### src/rtl/fifo_sc_byte_packer.sv
// Pops bytes from a single-clock FIFO (1-cycle read latency) and packs N_BYTES of them into
// a word on a valid/ready output; a flush emits the trailing partial word with its byte count.
module fifo_sc_byte_packer #(
   parameter int unsigned N_BYTES = 4,
   parameter int unsigned BW      = 8
) (
   input  logic                  clk,
   input  logic                  rst,
   input  logic                  clr,
   input  logic [BW-1:0]         fifo_dout,
   input  logic                  fifo_empty,
   output logic                  fifo_re,
   input  logic                  flush,
   output logic [N_BYTES*BW-1:0] word_out,
   output logic [3:0]            word_bytes,
   output logic                  word_valid,
   input  logic                  word_ready,
   output logic                  flush_done,
   output logic                  busy
);

   localparam int unsigned CW = $clog2(N_BYTES + 1) + 1;
   localparam logic [CW-1:0] NB = CW'(N_BYTES);

   typedef enum logic [1:0] {StRun, StDrain, StEmit} state_e;

   state_e                        state_q, state_d;
   logic [N_BYTES-1:0][BW-1:0]    acc_q, acc_d, acc_masked;
   logic [CW-1:0]                 acc_cnt_q, acc_cnt_d, cnt_inc, pop_sum;
   logic                          rd_pend_q;
   logic                          acc_full_q, acc_full_d;
   logic [N_BYTES*BW-1:0]         word_out_q, word_out_d;
   logic [3:0]                    word_bytes_q, word_bytes_d;
   logic                          word_valid_q, word_valid_d;
   logic                          flush_done_q, flush_done_d;
   logic                          out_free;

   assign pop_sum  = acc_cnt_q + CW'(rd_pend_q);
   assign cnt_inc  = acc_cnt_q + CW'(1);
   assign out_free = !word_valid_q || word_ready;

   // In-flight plus held bytes never exceed one word, so acc can never overflow.
   assign fifo_re = !fifo_empty && rst && !clr && (state_q == StRun) && !flush &&
                    !acc_full_q && (pop_sum < NB);

   always_comb begin
      for (int i = 0; i < N_BYTES; i++) begin
         acc_masked[i] = (CW'(i) < acc_cnt_q) ? acc_q[i] : '0;
      end
   end

   always_comb begin
      state_d      = state_q;
      acc_d        = acc_q;
      acc_cnt_d    = acc_cnt_q;
      acc_full_d   = acc_full_q;
      word_out_d   = word_out_q;
      word_bytes_d = word_bytes_q;
      word_valid_d = word_valid_q && !word_ready;
      flush_done_d = 1'b0;

      if (acc_full_q) begin
         if (out_free) begin
            word_out_d   = acc_q;
            word_bytes_d = 4'(N_BYTES);
            word_valid_d = 1'b1;
            acc_full_d   = 1'b0;
            acc_cnt_d    = '0;
         end
      end else if (rd_pend_q) begin
         for (int i = 0; i < N_BYTES; i++) begin
            if (acc_cnt_q == CW'(i)) acc_d[i] = fifo_dout;
         end
         acc_cnt_d = cnt_inc;
         if (cnt_inc == NB) begin
            if (out_free) begin
               word_out_d   = acc_d;
               word_bytes_d = 4'(N_BYTES);
               word_valid_d = 1'b1;
               acc_cnt_d    = '0;
            end else begin
               acc_full_d = 1'b1;
            end
         end
      end

      unique case (state_q)
         StRun: begin
            if (flush) state_d = StDrain;
         end
         StDrain: begin
            if (!rd_pend_q && !acc_full_q) begin
               if (acc_cnt_q == '0) begin
                  state_d      = StRun;
                  flush_done_d = 1'b1;
               end else begin
                  state_d = StEmit;
               end
            end
         end
         StEmit: begin
            // Drain guarantees no capture or full word competes for the output here.
            if (out_free) begin
               word_out_d   = acc_masked;
               word_bytes_d = 4'(acc_cnt_q);
               word_valid_d = 1'b1;
               acc_cnt_d    = '0;
               flush_done_d = 1'b1;
               state_d      = StRun;
            end
         end
         default: state_d = StRun;
      endcase
   end

   always_ff @(posedge clk) begin
      if (!rst || clr) begin
         state_q      <= StRun;
         acc_q        <= '0;
         acc_cnt_q    <= '0;
         rd_pend_q    <= 1'b0;
         acc_full_q   <= 1'b0;
         word_out_q   <= '0;
         word_bytes_q <= '0;
         word_valid_q <= 1'b0;
         flush_done_q <= 1'b0;
      end else begin
         state_q      <= state_d;
         acc_q        <= acc_d;
         acc_cnt_q    <= acc_cnt_d;
         rd_pend_q    <= fifo_re;
         acc_full_q   <= acc_full_d;
         word_out_q   <= word_out_d;
         word_bytes_q <= word_bytes_d;
         word_valid_q <= word_valid_d;
         flush_done_q <= flush_done_d;
      end
   end

   assign word_out   = word_out_q;
   assign word_bytes = word_bytes_q;
   assign word_valid = word_valid_q;
   assign flush_done = flush_done_q;
   assign busy       = (acc_cnt_q != '0) || rd_pend_q || word_valid_q || (state_q != StRun);

endmodule
### config.mk
export PLATFORM = sky130hd
export DESIGN_NAME = fifo_sc_byte_packer
export DESIGN_NICKNAME = d
export VERILOG_FILES = /design/src/rtl/fifo_sc_byte_packer.sv
export SDC_FILE = /design/constraint.sdc
export NUM_CORES = 1
export LEC_CHECK = 0
export BUFFER_PORTS_ARGS = -buffer_cell sky130_fd_sc_hd__buf_4
export CAP_MARGIN = 20
export CELL_PAD_IN_SITES_DETAIL_PLACEMENT = 2
export CELL_PAD_IN_SITES_GLOBAL_PLACEMENT = 2
export CORE_ASPECT_RATIO = 1.2
export CORE_UTILIZATION = 33
export DETAILED_ROUTE_END_ITERATION = 10
export PLACE_DENSITY = 0.75
export SLEW_MARGIN = 20
export SYNTH_ARGS = -nofsm -noshare
export SYNTH_HDL_FRONTEND = slang
export SYNTH_SLANG_ARGS = --single-unit
### constraint.sdc
create_clock -name clk -period 2.6 [get_ports clk]
set_input_delay 0.39 -clock clk [delete_from_list [all_inputs] [get_ports clk]]
set_output_delay 0.39 -clock clk [all_outputs]
set_load 0.005 [all_outputs]
-- Yosys cells after proc, flatten, opt, wreduce, memory -nomap -nowiden
Cells that the tools add are included.
- logic and storage cells: 103
- input bits: 14
- bits in registers: 78
- output and inout bits: 40
- bitwise operators: 1
- $add $sub $neg: 2
- equality and inequality tests: 9
- magnitude comparators: 5
- reduce and logical (&&, ||, !) cells: 27
- multiplexer cells: 47
- operators by type and width (operator ; number):
    $mux W32 ; 7
    $mux W8 ; 8
    $mux W4 ; 13
    $mux W1 ; 13
    $eq A4 B2 Y1 const B ; 2
    $logic_and A1 B1 Y1 ; 8
    $logic_not A1 Y1 ; 8
    $lt A1 B4 Y1 const A ; 2
    $lt A2 B4 Y1 const A ; 2
    $mux W2 ; 4
    $ne A2 B2 Y1 const B ; 3
    $pmux W2 S3 ; 1
    $logic_or A1 B1 Y1 ; 5
    $add A4 B1 Y4 ; 1
    $add A4 B1 Y4 const B ; 1
    $eq A4 B1 Y1 const B ; 1
    $eq A4 B3 Y1 const B ; 1
    $logic_not A4 Y1 ; 1
    $lt A4 B3 Y1 const B ; 1
    $reduce_bool A4 Y1 ; 1
    $reduce_and A3 Y1 ; 1
    $eq A2 B1 Y1 const B ; 1
    $eq A2 B2 Y1 const B ; 1
    $logic_not A2 Y1 ; 1
    4 further kinds ; 4

-- Depth between registers and ports, before layout
- depth after elaboration: 8
- gate-level depth with buffers: 8
- depth with buffers taken out: 7

-- Worst setup path after synthesis
No wires, ideal clock.
- path type: register to register
- start: register acc_cnt_q[0]
- end: register word_out_q[3] (netlist: word_out[3])
- buffers on the path: 2
- setup slack: 0.591 ns
- setup time: 0.112 ns
- arrival time: 1.897 ns
- clock period less this slack: 2.009 ns
- data required time: 2.488 ns
- stages on the path, launching flop included: 9
- cell sequence: dfxtp_1 > ha_1 > or3b_4 > buf_6 > nor2_4 > o41a_4 > buf_6 > nor2_1 > a2111oi_1
- longest elaborated chain between the ends: 8
- elaborated cells between the ends (all ways): 12
- classes of those cells: 1 x add/sub; 1 x order compare; 1 x eq/ne; 8 x mux; 1 x reduce/logical
- ends and longest elaborated chain (element ; line ; source):
    from (decl) ; 29 ; logic [CW-1:0] acc_cnt_q, acc_cnt_d, cnt_inc, pop_sum;
    from (signal assigned) ; 130 ; acc_cnt_q <= acc_cnt_d;
    parallel branches: the longest is 7 deep, another holds $add A4 B1 Y4 ; - ;
    $mux W32 * ; 87 ; unique case (state_q)
    to (signal assigned) ; 133 ; word_out_q <= word_out_d;
    to (decl) ; 32 ; logic [N_BYTES*BW-1:0] word_out_q, word_out_d;
Every way passes the cells marked *.
A chain may end at the register's enable or synchronous reset.

-- Worst setup path after layout
- start: register acc_cnt_q[3]
- end: output port fifo_re
- longest elaborated chain between the ends: 3
- ends and longest elaborated chain (element ; line ; source):
    $add A4 B1 Y4 ; 38 ; assign pop_sum = acc_cnt_q + CW'(rd_pend_q);
    $lt A4 B3 Y1 ; 44 ; !acc_full_q && (pop_sum < NB);
    $logic_and A1 B1 Y1 ; 44 ;
    to (decl) ; 12 ; output logic fifo_re,
Every way passes these cells.

==> run summary <==
Min Clock Period, post-route -> 2.43 ns
Via count -> 3504
Setup Viol. Count Final -> 0
Vias in the first global route -> 3776
Total of max-cap violations -> 0
Crit path cell chain -> nor2_1 > nand2_1 > a2111oi_1 > buf_4
Post-Syn Area -> 0.00389 sq mm
Max-Slew Margin vs Limit -> 51.7%
RSZ-0062 raised after global routing -> false
Num rows -> 43
Critical Path Fanout Max -> 8
DIE WIDTH -> 101 microns
Inst Count DP -> 648
Worst-path clk slew -> 0.06 ns
DP HPWL -> 8.75 mm
DRT Pass-1 Iters -> 4
M2 GR Usage -> 40.9%
Most Crowded Layer GR -> met2
Critical path's top delay family -> simple AND/OR/NAND/NOR gates
Total GRT Usage -> 21.9%
Design area -> 0.00484 sq mm
Core Box Area -> 0.0115 sq mm
Peak supply drop -> 280 uV
Post-Route Setup TNS -> 0 ns
CTS Buf Count -> 9
TritonCTS Sinks -> 78
Synth Warn # -> 0
Nets -> 524
Synth async-reset ratio -> 0%
Post-layout util -> 42.0%
Static leakage -> 0.00170 uW
Final Instance Count excl. Fillers -> 664
Max-slew violations -> 0
Largest net degree at the start of global routing -> 23
Die Y -> 121 microns
Initial antenna violation count -> 0
WL final -> 12.5 mm
Synth Instances -> 448
Flop and latch count out of synthesis -> 78
EDFF count, synth -> 0
Remaining Overflow, GRT -> 0
Antenna diodes -> 0
Post-synthesis sequential area ratio -> 40.2%
First DRT Iteration DRCs -> 87
WP data arrival -> 2.04 ns
Final Hold Fails -> 0
Setup Skew -> 0.00826 ns
CP required -> 2.21 ns
Status -> completed
ANT nets after route -> 0
Vias per cell -> 5.28
Setup ws final -> 0.174 ns
Final Cycle Share -> 93.3%
CP max stage delay -> 0.52 ns
CTS tree -> yes
Critical path class -> reg -> out
Share of cells above drive strength 1 -> 23.9%
Placed instance area -> 0.00449 sq mm
Met3 Use GR -> 2.25%
Routed length per instance -> 18.8 microns
Initial Util -> 33.8%
Pwr/cell area -> 583 mW/mm^2
H-tree Lvls -> 3
Gp weighted congestion -> 0.823
Synth unique cells -> 51
Hold Crit Class -> in -> reg
Die area -> 0.0122 sq mm
Clock root buffer -> clkbuf_16
Syn nets -> 470
Area delta synth->final -> 24.6%
Mapped Avg Cell Area -> 8.67 sq um
PortBufs -> 53
# DRC -> 0
Critical Path Start Type -> flop
IO Pins -> 54
Synth Flop Type -> dfxtp_1
Placement Setup Slack -> 0.209 ns
Clk_lat worst skew -> 0.34 ns
Worst Setup End Kind -> primary output
Global-route wire length before repair -> 20.2 mm
Hold Buf Count CTS -> 0
Worst Path Buf+Inv -> 1
Max Buffers Root-to-Sink -> 2
Achievable frequency -> 412 MHz
Slowest CP cell -> a2111oi_1
Slew @ Worst Pin -> 0.720 ns
Grt met1 use -> 25.4%
layer usage:
layer  share of wire [%]  up-vias
met3                 2.8       13
met2                  53       63
met5                   0        -
met1                  43     1756
li1                    -     1672
met4                 1.5        0
worst register-to-register path, stage by stage (launching register included):
cell and delay (ns):
dfxtp_1 0.57, ha_1 0.30, or3b_4 0.51, o31a_1 0.19, nor3_4 0.20, nand2_2 0.06
buf_4 0.26, o221ai_2 0.21
sequential cells by signal, summed over array words and instances, names as in the netlist:
name and count:
rd_pend_q 1, word_out 32, word_bytes 4, acc_full_q 1, state_q 2, acc_cnt_q 4, word_valid 1, acc_q 32
flush_done 1
synthesized netlist by cell type, types with 5 or more instances:
master,count,area [sq um]
nor2b_1,6,37.5
nand2_1,98,368
inv_1,28,105
nand2b_1,6,37.5
o221ai_2,20,300
dfxtp_1,78,1560
nand3_1,12,60.1
clkbuf_1,18,67.6
mux2i_1,34,340
a21oi_1,48,240
ha_1,8,100
buf_6,6,67.6
buf_2,5,25.0
nor2_1,20,75.1
nand4_1,5,31.3
cells in the final DEF, fill, tap and decap left out, drive strengths merged, types with 3 or more instances in the layout:
| master | n |
|---|---|
| o221ai | 22 |
| buf | 76 |
| a21oi | 48 |
| a2111oi | 10 |
| clkbuf | 11 |
| and3 | 3 |
| nand4 | 5 |
| nor2 | 21 |
| nor2b | 6 |
| nand2 | 99 |
| inv | 28 |
| dfxtp | 78 |
| nand3 | 12 |
| nand2b | 6 |
| o21ai | 4 |
| nor3 | 4 |
| ha | 8 |
| bufinv | 3 |
| mux2i | 34 |
metrics by stage:
| step | hold slack [ns] | total power [uW] |
|---|---|---|
| after floorplan | 0.446 | 1310 |
| after detailed placement | 0.462 | 1380 |
| after CTS | 0.226 | 2850 |
| final | 0.231 | 2820 |
| after global routing | 0.239 | 2900 |
| after global placement | 0.456 | 1370 |
final timing paths:
kind / start / to / slack [ns] / depth (start not counted)
worst max-delay path: acc_cnt_q[3]$_SDFF_PP0_ / fifo_re / 0.17 / 4
worst min-delay path: fifo_empty / rd_pend_q$_SDFF_PP0_ / 0.23 / 2
worst max register to register: acc_cnt_q[1]$_SDFF_PP0_ / word_out[14]$_SDFF_PP0_ / 0.20 / 7
worst min register to register: word_bytes[0]$_SDFF_PP0_ / word_bytes[0]$_SDFF_PP0_ / 0.47 / 2
final cells by class:
cell class	count	area, sq um
Clock buffer	11	233
Clock inverter	5	108
Fill cell	1327	6670
Inverter	28	105
Multi-Input combinational cell	309	2050
Sequential cell	78	1560
Tap cell	157	196
Timing Repair Buffer	76	583
cells by family (layout without fill, tap and decap cells):
family | count (synthesis) | after routing | share of synthesized area (%)
DFF | 78 | 78 | 40.2
AOI/OAI and AO/OA | 102 | 102 | 21.7
xor gates and xnor gates | 1 | 1 | 0.225
muxes | 34 | 34 | 8.76
and+or+nand+nor | 164 | 164 | 19.4
adders and majority gates | 8 | 8 | 2.58
buffers and inverters | 61 | 120 | 7.21
where the power goes:
group | leakage (uW) | switching [uW] | internal (uW)
registers | 0.000628 | 5.55 | 1200
logic | 0.000910 | 98.0 | 51.8
clock network | 0.000164 | 524 | 943
total | 0.00170 | 627 | 2190
timing repair:
action	4_1_cts	5_1_grt
endpoints found under the setup margin	0	2
gates resized for setup	0	2
buffers inserted	0	0
hold endpoints to repair	0	0
Note: power is estimated with default switching activity, not from simulation.
